`src/rtl/sync_fifo_pkg.sv`:
```
// Shared constants, types and helpers for the programmable synchronous FIFO.
package sync_fifo_pkg;

    localparam int DEFAULT_WIDTH = 16;
    localparam int DEFAULT_DEPTH = 8;

    // The occupancy counter needs one extra bit so it can hold DEPTH itself.
    function automatic int level_width(input int depth);
        return $clog2(depth) + 1;
    endfunction

    typedef struct packed {
        logic full;
        logic empty;
        logic almostfull;
        logic almostempty;
    } fifo_status_t;

endpackage

```
`src/rtl/sync_fifo_mem.sv`:
```
// DEPTH x WIDTH storage array: one synchronous write port, one asynchronous read address.
module sync_fifo_mem #(
    parameter int WIDTH = 16,
    parameter int DEPTH = 8
) (
    input  logic                     clk,
    input  logic                     wr_en,
    input  logic [$clog2(DEPTH)-1:0] wr_addr,
    input  logic [WIDTH-1:0]         wr_data,
    input  logic [$clog2(DEPTH)-1:0] rd_addr,
    output logic [WIDTH-1:0]         rd_data
);

    logic [WIDTH-1:0] mem_q [DEPTH];

    // Contents are deliberately not reset; occupancy tracking makes stale words invisible.
    always_ff @(posedge clk) begin
        if (wr_en) begin
            mem_q[wr_addr] <= wr_data;
        end
    end

    assign rd_data = mem_q[rd_addr];

endmodule

```
`src/rtl/sync_fifo_prog.sv`:
```
// Synchronous FIFO with programmable almost-full/almost-empty thresholds and error tracking.
// Define SYNC_FIFO_FWFT_EN to build the first-word-fall-through read variant.
module sync_fifo_prog
    import sync_fifo_pkg::*;
#(
    parameter int WIDTH    = DEFAULT_WIDTH,
    parameter int DEPTH    = DEFAULT_DEPTH,
    parameter int AF_LEVEL = DEPTH - 1,
    parameter int AE_LEVEL = 1
) (
    input  logic                          clk,
    input  logic                          rst,
    input  logic                          flush,
    input  logic                          wr_en,
    input  logic [WIDTH-1:0]              data_in,
    input  logic                          rd_en,
    output logic [WIDTH-1:0]              data_out,
    output logic                          rd_valid,
    output logic                          wr_ack,
    output logic                          full,
    output logic                          empty,
    output logic                          almostfull,
    output logic                          almostempty,
    output logic [level_width(DEPTH)-1:0] level,
    output logic                          overflow,
    output logic                          underflow,
    output logic                          ovf_sticky,
    output logic                          udf_sticky,
    input  logic                          err_clr
);

    localparam int PW = $clog2(DEPTH);
    localparam int LW = level_width(DEPTH);

    logic [PW-1:0]    wr_ptr_q, wr_ptr_d;
    logic [PW-1:0]    rd_ptr_q, rd_ptr_d;
    logic [LW-1:0]    level_q, level_d;
    logic             wr_ack_q, wr_ack_d;
    logic             overflow_q, overflow_d;
    logic             underflow_q, underflow_d;
    logic             ovf_sticky_q, ovf_sticky_d;
    logic             udf_sticky_q, udf_sticky_d;
    logic             wr_accept, rd_accept;
    logic [WIDTH-1:0] mem_rd_data;
    fifo_status_t     status;

    assign status.full        = (level_q == LW'(DEPTH));
    assign status.empty       = (level_q == '0);
    assign status.almostfull  = (level_q >= LW'(AF_LEVEL));
    assign status.almostempty = (level_q <= LW'(AE_LEVEL));

    assign wr_accept = wr_en && !status.full && !flush;
    assign rd_accept = rd_en && !status.empty && !flush;

    sync_fifo_mem #(
        .WIDTH (WIDTH),
        .DEPTH (DEPTH)
    ) u_mem (
        .clk     (clk),
        .wr_en   (wr_accept),
        .wr_addr (wr_ptr_q),
        .wr_data (data_in),
        .rd_addr (rd_ptr_q),
        .rd_data (mem_rd_data)
    );

    // Flush wins over both requests; error pulses are raised even when the other side proceeds.
    always_comb begin
        wr_ptr_d     = wr_ptr_q;
        rd_ptr_d     = rd_ptr_q;
        level_d      = level_q;
        wr_ack_d     = 1'b0;
        overflow_d   = wr_en && status.full && !flush;
        underflow_d  = rd_en && status.empty && !flush;
        ovf_sticky_d = overflow_d || (ovf_sticky_q && !err_clr);
        udf_sticky_d = underflow_d || (udf_sticky_q && !err_clr);
        if (flush) begin
            wr_ptr_d = '0;
            rd_ptr_d = '0;
            level_d  = '0;
        end else begin
            if (wr_accept) begin
                wr_ptr_d = wr_ptr_q + 1'b1;
                wr_ack_d = 1'b1;
            end
            if (rd_accept) begin
                rd_ptr_d = rd_ptr_q + 1'b1;
            end
            case ({wr_accept, rd_accept})
                2'b10:   level_d = level_q + 1'b1;
                2'b01:   level_d = level_q - 1'b1;
                default: level_d = level_q;
            endcase
        end
    end

    always_ff @(posedge clk or posedge rst) begin
        if (rst) begin
            wr_ptr_q     <= '0;
            rd_ptr_q     <= '0;
            level_q      <= '0;
            wr_ack_q     <= 1'b0;
            overflow_q   <= 1'b0;
            underflow_q  <= 1'b0;
            ovf_sticky_q <= 1'b0;
            udf_sticky_q <= 1'b0;
        end else begin
            wr_ptr_q     <= wr_ptr_d;
            rd_ptr_q     <= rd_ptr_d;
            level_q      <= level_d;
            wr_ack_q     <= wr_ack_d;
            overflow_q   <= overflow_d;
            underflow_q  <= underflow_d;
            ovf_sticky_q <= ovf_sticky_d;
            udf_sticky_q <= udf_sticky_d;
        end
    end

`ifdef SYNC_FIFO_FWFT_EN
    // Head word is shown directly; gating on empty keeps data_out at zero through reset.
    assign data_out = status.empty ? '0 : mem_rd_data;
    assign rd_valid = !status.empty;
`else
    logic [WIDTH-1:0] data_out_q, data_out_d;
    logic             rd_valid_q, rd_valid_d;

    always_comb begin
        data_out_d = rd_accept ? mem_rd_data : data_out_q;
        rd_valid_d = rd_accept;
    end

    always_ff @(posedge clk or posedge rst) begin
        if (rst) begin
            data_out_q <= '0;
            rd_valid_q <= 1'b0;
        end else begin
            data_out_q <= data_out_d;
            rd_valid_q <= rd_valid_d;
        end
    end

    assign data_out = data_out_q;
    assign rd_valid = rd_valid_q;
`endif

    assign wr_ack      = wr_ack_q;
    assign full        = status.full;
    assign empty       = status.empty;
    assign almostfull  = status.almostfull;
    assign almostempty = status.almostempty;
    assign level       = level_q;
    assign overflow    = overflow_q;
    assign underflow   = underflow_q;
    assign ovf_sticky  = ovf_sticky_q;
    assign udf_sticky  = udf_sticky_q;

endmodule

```
`config.mk`:
```
export PLATFORM = sky130hd
export DESIGN_NAME = sync_fifo_prog
export DESIGN_NICKNAME = d
export VERILOG_FILES = /design/src/rtl/sync_fifo_pkg.sv /design/src/rtl/sync_fifo_mem.sv /design/src/rtl/sync_fifo_prog.sv
export SDC_FILE = /design/constraint.sdc
export NUM_CORES = 1
export LEC_CHECK = 0
export CORE_AREA = 2 2 100 140
export DETAILED_ROUTE_END_ITERATION = 12
export DIE_AREA = 0 0 102 142
export PLACE_DENSITY = 0.69
export SLEW_MARGIN = 20
export SYNTH_ARGS = -nofsm -noshare
export SYNTH_HDL_FRONTEND = slang
export SYNTH_HIERARCHICAL = 1
export SYNTH_SLANG_ARGS = --single-unit
```
`constraint.sdc`:
```
create_clock -name clk -period 7.6 [get_ports clk]
set_input_delay 1.52 -clock clk [delete_from_list [all_inputs] [get_ports clk]]
set_output_delay 1.52 -clock clk [all_outputs]
set_load 0.02 [all_outputs]
```
==> results of run 1 <==
## cell usage after synthesis (all sizes together), types with 4 or more instances
library cell,n
nor2,14
nand2,10
buf,11
mux4,32
nand3,4
dfrtp,32
edfxtp,128
nor3,5
clkbuf,4
inv,7
mux2,34
ha,5
## cells by family after synthesis
logic type,after synthesis,synth area share
DFF,160,0.7181
muxes,69,0.1962
and+or+nand+nor,42,0.03541
buffers and inverters,22,0.02147
AOI/OAI and AO/OA,12,0.01238
xor gates and xnor gates,5,0.006772
adders and majority gates,5,0.009673
## metrics by stage
| stage | utilization | total power [uW] | hold slack (ns) | worst slack, ns |
|---|---|---|---|---|
| 3_3_place_gp | 0.5418 | 1781 | 0.4578 | 3.901 |
| 5_1_grt | 0.5887 | 2772 | 0.4907 | 3.409 |
| 6_report | 0.5887 | 2655 | 0.4793 | 3.547 |
| 4_1_cts | 0.5887 | 2684 | 0.4811 | 3.528 |
| 3_5_place_dp | 0.5418 | 1793 | 0.4677 | 3.786 |
| 2_1_floorplan | - | 1579 | 0.5173 | 3.952 |
## how the worst min path moves through the flow
stage	slack, ns	endpoint	start	depth (start not counted)
6_report	0.48	ovf_sticky	ovf_sticky	1
5_1_grt	0.49	ovf_sticky	ovf_sticky	1
4_1_cts	0.48	ovf_sticky	ovf_sticky	1
3_5_place_dp	0.47	ovf_sticky	ovf_sticky	1
3_3_place_gp	0.46	ovf_sticky	ovf_sticky	1
2_1_floorplan	0.52	wr_ptr_q[2]	wr_ptr_q[2]	2
## state kept, by name (all words and copies together) (netlist names)
register and count:
u_mem/mem_q 128, rd_ptr_q 3, udf_sticky 1, overflow 1, rd_valid 1, level 4
data_out 16, wr_ack 1, wr_ptr_q 3, ovf_sticky 1, underflow 1
## power by group
group | leakage (uW) | total [uW] | switching [uW] | internal (uW)
registers | 0.00156 | 1090 | 61.1 | 1030
clock network | 0.000307 | 886 | 321 | 565
logic | 0.000912 | 674 | 310 | 364
total | 0.00278 | 2650 | 693 | 1960
## layout by cell type (no fill, tap or decap), types with 5 or more instances in the layout
master / count
buf_4: 11
dfrtp_1: 32
nor2_1: 13
ha_1: 5
nand2_1: 9
inv_1: 7
mux2_2: 26
clkinv_2: 5
clkdlybuf4s50_1: 51
mux4_1: 28
mux2_4: 8
edfxtp_1: 128
clkbuf_16: 17
## metal layers
metal  wire (microns)  vias to the layer above  part of all wire
met2             6037                      107              0.52
li1                 -                     1403                 -
met4              241                        0             0.021
met3              627                       21             0.054
met1             4792                     1614              0.41
met5                0                        -                 0
## final cells by class
class	count	area, sq um	area share
inverters	7	26.28	0.003365
repair buffers	62	593.1	0.07596
clock buffers	21	460.4	0.05897
clock inverters	11	161.4	0.02067
flip-flops and latches	160	4644	0.5949
multi-input cells	133	1694	0.2170
well taps	182	227.7	0.02917
==> metrics.sh, run 1 <==
GRT_PASS1_VIAS=3295
AREA_GROWTH_PCT=20.72
TOTALNEGATIVESETUPSLACK_NS=0
REG2REG_TO='u_mem/mem_q[3][9]'
DP.CELLS=544
CLK_TRANSITION_REPORTED_PATHS_NS=0.06
PLACEMENTROWS=50
CLOCK_INSERTION_DELAY_WORST_SKEW_NS=0.42
ANTENNA_FOUND_INITIAL=0
LAYOUT.NETS=408
LARGEST_NET_DEGREE_AT_THE_START_OF_GLOBAL_ROUTING=34
CRITPATHLAUNCH='level[1]'
POSTROUTEWIRELENGTH_MICRONS=11700
PLACE.DETAILED.HPWL_MICRONS=6781
CELL_SEEN_MOST_OFTEN_AMONG_CRITICAL_PATH_STAGES='inv_1'
FLOORPLAN.DIE.HEIGHT_MICRONS=142
POSTSYNTHREGISTERBITS=160
GRT_MOST_USED_LAYER='met2'
MAXCAPVIOLATIONS=0
SLEW_HEADROOM=0.3387
HOLDBUFCOUNTCTS=0
FFS_W_ASYNC_S_R_SYNTH=0.2000
CTS_SETUP_BUFFERS=0
GRT.TOTAL_USAGE=0.1769
CRIT_CELLS=5
SYNTHDOMINANTCELLAREASHARE=0.5943
VDD.IR_DROP.WORST_V=0.0001706
GRTUSAGEMET1=0.2245
SYNTHTOPCELLSBYAREA='edfxtp_1 (59%), dfrtp_1 (12%), mux4_1 (11%), mux2_2 (4.5%), mux2_4 (1.9%)'
RSZ0062_AT_GRT='no'
POST-SYNTH-TOP-AREA-CELL='edfxtp_1'
CRITPATHLAUNCHTYPE='register'
POST_ROUTE_CELLS_DRIVE_ABOVE_1_SHARE=0.2107
CTS_TREE='yes'
CORE_AREA_SQ_UM=13260
FINAL.SETUP_SKEW_NS=0.009836
MAPPEDNETLISTNETS=342
GRT_FIRST_PASS_WIRELENGTH_MICRONS=18420
WL_PER_CELL_MICRONS=20.31
SYNTH_AREA_SQ_UM=6467
TIMING.CRITICAL_PATH.SLOWEST_CELL_DELAY_NS=0.61
TIMING.CRITICAL_PATH.TO_TYPE='primary output'
CTS-HTREE-LEVELS=4
FULL_DIE_AREA_SQ_UM=14480
NUMPORTBUFFERS=51
DPL-INSTANCE-AREA_SQ_UM=7186
CTS_ROOT_BUF='clkbuf_16'
NUMBER_OF_DISTINCT_LIBRARY_CELL_VARIANTS_IN_THE_GATE_LEVEL_NETLIST_AFTER_SYNTHESIS=37
FINAL_CELL_COUNT_NO_FILL=576
DESIGN.PORTCOUNT=52
HOLD_VIOL=0
INITIAL_CELL_DENSITY_OF_THE_CORE=0.4876
CHIPWIDTH_MICRONS=102
ANTENNA_CELLS_INSERTED=0
FMAXACHIEVABLE_MHz=246.7
YOSYS_WARNINGS=6
GRT_REMAINING_OVERFLOW=0
DRT-PASS1-ITER-COUNT=4
FINALWEIGHTEDCONGESTION=0.7819
MET3_USAGE=0.04224
DRT_ITER0_MARKERS=159
POWER_LEAKAGE_uW=0.002779
CP_SLOWEST_CELL='clkdlybuf4s50_1'
RUN_STATUS='completed'
ROUTE.DETAILED.VIAS_PER_INST=5.460
TIMING.HOLD.WORST.CLASS='register to register'
TIMING.CRITICAL_PATH.TO='empty'
DRC=0
CTS_BUFFERS=17
FINALCRITPERIODSHARE=0.5334
SETUP_VIOL=0
CRITPATHMAXFANOUT=7
PERIOD_MINUS_SLACK_NS=4.053
CTS-ROOT-TO-SINK-BUFFERS=2
SYNTHESIS.AREA_PER_INSTANCE_SQ_UM=20.53
WORST_R2R_PATH_DEPTH=8
CTS.REPAIR.RESIZED=0
CP.BUFFERS_INVERTERS=3
DATA_REQUIRED_TIME_OF_THE_WORST_PATH_NS=6.08
R2R_SLACK_NS=4.97
N_FILL_CELL=1015
SYNTH-MAIN-FF-CELL='edfxtp_1'
SIGNAL_ARRIVAL_TIME_AT_THE_WORST_ENDPOINT_NS=2.53
GROUTE.LAYER.MET2.USAGE=0.2902
ROUTE.VIAS.TOTAL=3145
SYNTHESIS.INSTANCES=315
FINAL_MAX_SLEW_VIOL_COUNT=0
WORST_PIN_SLEW_NS=0.9920
PART_OF_THE_YOSYS_AREA_USED_FOR_SEQUENTIAL_ELEMENTS=0.7181
POST_SYNTH_EDFFS=128
CLOCK-SINKS=160
POWER_DENSITY_nW_PER_UM2=340.0
R2R_START='level[1]'
TIMING.CRITICAL_PATH.MAX_DELAY_FAMILY='buffers and inverters'
DETAIL-ROUTE-ANTENNA-NETS=0
POST-ROUTE-CELL-AREA_SQ_UM=7807
CRITICAL_PATH.CELL_CHAIN='inv_1 > ha_1 > or3b_1 > inv_1 > clkdlybuf4s50_1'
CATEGORY_OF_THE_CRITICAL_SETUP_TIMING_PATH='register to primary output'
Power figures use the tool's default switching activity.
==> inputs of run 2 (changes only) <==
==> constraint.sdc (replaced) <==
create_clock -name clk -period 4 [get_ports clk]
set_input_delay 0.8 -clock clk [delete_from_list [all_inputs] [get_ports clk]]
set_output_delay 0.8 -clock clk [all_outputs]
set_load 0.02 [all_outputs]
==> run 2 against run 1 <==
Total power is 81% higher. Clock skew down 0.0033 ns. Global-route usage fell by 0.11 points. Routed wire length decreased by 2.1%. Worst setup slack worse by 2.8 ns. Core utilization is 0.53 points lower. Hold slack worse by 0.0040 ns. Non-clock buffer count increased by 3.
==> metrics.sh, run 2 (synthesis results as in run 1) <==
SIGNAL_ARRIVAL_TIME_AT_THE_WORST_ENDPOINT_NS=2.49
FINAL.SETUP_SKEW_NS=0.006487
RUN_STATUS='completed'
CHIPWIDTH_MICRONS=102
POST_ROUTE_CELLS_DRIVE_ABOVE_1_SHARE=0.2065
FLOORPLAN.DIE.HEIGHT_MICRONS=142
FINAL_COMMON_CELL='edfxtp_1'
TOP_REGISTER='u_mem/mem_q'
WL_PER_CELL_MICRONS=19.78
FMAXACHIEVABLE_MHz=303.8
CTS_ROOT_BUF='clkbuf_16'
SETUP_VIOL=0
SEQCELLAREA_SQ_UM=4644
DRT_ITER0_MARKERS=178
DATA_REQUIRED_TIME_OF_THE_WORST_PATH_NS=3.20
PERIOD_MINUS_SLACK_NS=3.292
CTS_TREE='yes'
POWER_DENSITY_nW_PER_UM2=620.5
NUMPORTBUFFERS=51
MULTIINPUTGATEAREA_SQ_UM=1694
VDD.IR_DROP.WORST_V=0.0002928
FINAL_MAX_SLEW_VIOL_COUNT=0
CTS.REPAIR.RESIZED=0
POSTROUTEWIRELENGTH_MICRONS=11450
GRT_PASS1_VIAS=3267
CTS_SETUP_BUFFERS=0
TIMING.CRITICAL_PATH.TO_TYPE='primary output'
SLEW_HEADROOM=0.3677
FULL_DIE_AREA_SQ_UM=14480
POWER_LEAKAGE_uW=0.002750
DRC=0
CLOCK_INSERTION_DELAY_WORST_SKEW_NS=0.42
INITIAL_CELL_DENSITY_OF_THE_CORE=0.4876
FINALWEIGHTEDCONGESTION=0.7804
CRITPATHLAUNCHTYPE='register'
ROUTE.DETAILED.VIAS_PER_INST=5.278
LARGEST_REGISTER_FFS=128
DPL-INSTANCE-AREA_SQ_UM=7208
TOTALNEGATIVESETUPSLACK_NS=0
DRT-PASS1-ITER-COUNT=4
N_FILL_CELL=997
ROUTE.VIAS.TOTAL=3056
DESIGN.PORTCOUNT=52
RSZ0062_AT_GRT='no'
MAXCAPVIOLATIONS=0
ANTENNA_FOUND_INITIAL=0
FINALCRITPERIODSHARE=0.8230
GRT_FIRST_PASS_WIRELENGTH_MICRONS=18150
ANTENNA_CELLS_INSERTED=0
TIMING.HOLD.WORST.CLASS='register to register'
PLACE.DETAILED.HPWL_MICRONS=6727
WORST_PIN_SLEW_NS=0.9485
LARGEST_NET_DEGREE_AT_THE_START_OF_GLOBAL_ROUTING=34
CORE_AREA_SQ_UM=13260
GRT.TOTAL_USAGE=0.1757
CTS_BUFFERS=17
CATEGORY_OF_THE_CRITICAL_SETUP_TIMING_PATH='register to primary output'
POST-ROUTE-CELL-AREA_SQ_UM=7737
HOLDBUFCOUNTCTS=0
FINISH.UTILIZATION=0.5834
AREA_GROWTH_PCT=19.64
LAYOUT.NETS=411
LAYOUT.CELLS.MOST_COMMON_LIST='edfxtp_1 (128), clkdlybuf4s50_1 (51), dfrtp_1 (32)'
PLACEMENTROWS=50
CTS-HTREE-LEVELS=4
CRITPATHMAXFANOUT=7
GRT_REMAINING_OVERFLOW=0
HOLD_VIOL=0
DETAIL-ROUTE-ANTENNA-NETS=0
CTS-ROOT-TO-SINK-BUFFERS=2
CLOCK-SINKS=160
CLK_TRANSITION_REPORTED_PATHS_NS=0.06
[run 2: area by class of cell]
class                      count  share of cell area
sequential                   160              0.6003
tap                          182             0.02943
clock inverter                 8            0.008732
multi-input combinational    133              0.2190
inverter                       7            0.003396
clock buffer                  24             0.05967
timing repair buffer          65             0.07956
[run 2: report_power, final]
group          switching (uW)  internal, uW
combinational             579           694
sequential                113          1960
clock                     587           865
[run 2: metal layers]
metal,vias up,track usage,wire (microns)
met4,0,0.06526,161
met1,1563,0.2187,4857
met5,-,0,0
met3,10,0.04617,364
li1,1408,-,-
met2,75,0.2950,6066
[run 2: path summary, 6_finish.rpt]
kind | startpoint | end | slack (ns) | cells after the start
max | level[0] | empty | 0.71 | 5
min | ovf_sticky | ovf_sticky | 0.48 | 1
max reg2reg | level[0] | u_mem/mem_q[2][2] | 1.66 | 8
min reg2reg | ovf_sticky | ovf_sticky | 0.48 | 1
max in group asynchronous | rst | data_out[11] | 2.87 | 3
min in group asynchronous | rst | data_out[3] | 0.79 | 3
[run 2: worst max-delay path, stage by stage (launching register included)]
cell,delay (ns)
dfrtp_1,0.44
inv_1,0.11
ha_1,0.29
or3b_1,0.54
inv_1,0.10
clkdlybuf4s50_1,0.60
[run 2: stage by stage]
stage                     hold slack, ns  worst slack [ns]  power (uW)  std cells
after floorplan                   0.5173             1.038        3000        315
final                             0.4753            0.7080        4801        579
after CTS                         0.4783            0.6825        4859        579
after detailed placement          0.4650             1.151        3395        547
after global routing              0.4889            0.5818        5029        579
after global placement            0.4612             1.186        3372        547
==> inputs of run 3 (changes only) <==
--- a/config.mk
+++ b/config.mk
@@ -8,7 +8,7 @@
 export CORE_AREA = 2 2 100 140
 export DETAILED_ROUTE_END_ITERATION = 12
 export DIE_AREA = 0 0 102 142
-export PLACE_DENSITY = 0.69
+export PLACE_DENSITY = 0.72
 export SLEW_MARGIN = 20
 export SYNTH_ARGS = -nofsm -noshare
 export SYNTH_HDL_FRONTEND = slang
==> constraint.sdc (replaced) <==
create_clock -name clk -period 2.7 [get_ports clk]
set_input_delay 0.54 -clock clk [delete_from_list [all_inputs] [get_ports clk]]
set_output_delay 0.54 -clock clk [all_outputs]
set_load 0.02 [all_outputs]
==> run 3 against run 2 <==
Core utilization increased by 1.2 points. Non-clock buffer count increased by 9. Combinational power increased by 54%. Clock-buffer cell count decreased by 5. Cell count increased by 1.6%. Largest power group unchanged. Hold slack improved by 0.019 ns. Critical path depth unchanged. Clock power increased by 67%.
==> metrics.sh, run 3 (synthesis results as in run 1) <==
DP.CELLS=556
LARGEST_NET_DEGREE_AT_THE_START_OF_GLOBAL_ROUTING=35
FINALWEIGHTEDCONGESTION=0.7573
RUN_STATUS='completed'
GRT_REMAINING_OVERFLOW=0
FIN_TOTAL_PWR_uW=7443
POSTROUTEWIRELENGTH_MICRONS=11660
WL_PER_CELL_MICRONS=19.83
NUMPORTBUFFERS=51
CLOCK-SINKS=160
SETUP_VIOL=0
CLK_TRANSITION_REPORTED_PATHS_NS=0.06
DPL-INSTANCE-AREA_SQ_UM=7288
TIMING.CRITICAL_PATH.MAX_DELAY_FAMILY='buffers and inverters'
HOLDBUFCOUNTCTS=0
MAXCAPVIOLATIONS=0
VDD.IR_DROP.WORST_V=0.0005232
FINAL_MAX_SLEW_VIOL_COUNT=0
GRT.TOTAL_USAGE=0.1772
FINAL.SETUP_SKEW_NS=0.01231
WORST_HOLD_PATH.ENDPOINT='udf_sticky'
TOTALNEGATIVESETUPSLACK_NS=0
FINISH.UTILIZATION=0.5955
SIGNAL_ARRIVAL_TIME_AT_THE_WORST_ENDPOINT_NS=2.00
POWER_LEAKAGE_uW=0.002849
DATA_REQUIRED_TIME_OF_THE_WORST_PATH_NS=2.16
CATEGORY_OF_THE_CRITICAL_SETUP_TIMING_PATH='register to primary output'
CTS-ROOT-TO-SINK-BUFFERS=2
CTS_ROOT_BUF='clkbuf_16'
HOLD_VIOL=0
AREA_GROWTH_PCT=22.11
CORE_AREA_SQ_UM=13260
TIMING.HOLD.WORST.CLASS='register to register'
TOP_REGISTER='u_mem/mem_q'
POST-ROUTE-CELL-AREA_SQ_UM=7898
WORST_PIN_SLEW_NS=0.4690
ROUTE.DETAILED.VIAS_PER_INST=5.349
CTS-HTREE-LEVELS=4
REG2REG_TO='u_mem/mem_q[3][1]'
TIMING.CRITICAL_PATH.TO_TYPE='primary output'
DETAIL-ROUTE-ANTENNA-NETS=0
PERIOD_MINUS_SLACK_NS=2.544
DRT_ITER0_MARKERS=173
DRT-PASS1-ITER-COUNT=4
CTS_BUFFERS=17
FULL_DIE_AREA_SQ_UM=14480
CP_SLOWEST_CELL='dfrtp_1'
CRITPATHLAUNCHTYPE='register'
TIMING.HOLD.WORST.START='udf_sticky'
ANTENNA_CELLS_INSERTED=0
MIN_PATH_CELLS=1
GRT_FIRST_PASS_WIRELENGTH_MICRONS=18160
INITIAL_CELL_DENSITY_OF_THE_CORE=0.4876
CRITPATHMAXFANOUT=7
CHIPWIDTH_MICRONS=102
POWER_DENSITY_nW_PER_UM2=942.4
FLOORPLAN.DIE.HEIGHT_MICRONS=142
CP.BUFFERS_INVERTERS=3
FMAXACHIEVABLE_MHz=393.1
CTS_SETUP_BUFFERS=0
GRT_PASS1_VIAS=3193
DESIGN.PORTCOUNT=52
ANTENNA_FOUND_INITIAL=0
FINAL_COMMON_CELL='edfxtp_1'
LAYOUT.NETS=420
CTS_TREE='yes'
CRITICAL_PATH.CELL_CHAIN='inv_1 > ha_2 > or3b_1 > inv_1 > dlygate4sd2_1'
PLACE.DETAILED.HPWL_MICRONS=6938
SLEW_HEADROOM=0.6873
POST_ROUTE_CELLS_DRIVE_ABOVE_1_SHARE=0.2340
R2R_START='level[1]'
LARGEST_REGISTER_FFS=128
FINAL_CELL_COUNT_NO_FILL=588
TIMING.CRITICAL_PATH.SLOWEST_CELL_DELAY_NS=0.45
PLACEMENTROWS=50
RSZ0062_AT_GRT='no'
ROUTE.VIAS.TOTAL=3145
R2R_SLACK_NS=0.41
DRC=0
FINALCRITPERIODSHARE=0.9421
CELL_SEEN_MOST_OFTEN_AMONG_CRITICAL_PATH_STAGES='inv_1'
CLOCK_INSERTION_DELAY_WORST_SKEW_NS=0.42
WORST_R2R_PATH_DEPTH=8
LAYOUT.CELLS.MOST_COMMON_LIST='edfxtp_1 (128), clkdlybuf4s50_1 (48), dfrtp_1 (32)'
## run 3: metal layers
metal,vias up,share of wire,GRT usage
li1,1432,-,-
met1,1628,0.42,0.2261
met2,72,0.53,0.2905
met3,13,0.038,0.05059
met4,0,0.014,0.06316
met5,-,0,0
## run 3: worst max path at each step
stage / from / slack [ns] / end / depth (start not counted)
floorplan: level[0] / 0.16 / u_mem/mem_q[1][0] / 7
global placement: level[0] / 0.32 / empty / 5
detailed placement: level[1] / 0.28 / empty / 5
CTS: level[1] / 0.03 / full / 5
global route: level[1] / 0.04 / empty / 5
finish: level[1] / 0.16 / empty / 5
## run 3: stage by stage
stage                     hold WS (ns)  worst slack (ns)
final                           0.4940            0.1563
after global routing            0.5078           0.04041
after detailed placement        0.4868            0.2849
after CTS                       0.5002           0.03392
after global placement          0.4608            0.3202
after floorplan                 0.5173            0.1643
## run 3: power by group
part           switching, uW  internal (uW)
clock network            940           1480
logic                    897           1060
registers                157           2910
## run 3: timing repair
action,CTS,global route
gates cloned,0,0
resized for setup,2,2
setup endpoints to repair,2,2
pin swaps,0,0
## run 3: cell type report
| cell class | count | area [sq um] |
|---|---|---|
| Clock buffer | 19 | 442.9 |
| Clock inverter | 13 | 160.2 |
| Fill cell | 991 | 5365 |
| Inverter | 7 | 26.28 |
| Multi-Input combinational cell | 133 | 1697 |
| Sequential cell | 160 | 4644 |
| Tap cell | 182 | 227.7 |
| Timing Repair Buffer | 74 | 699.4 |
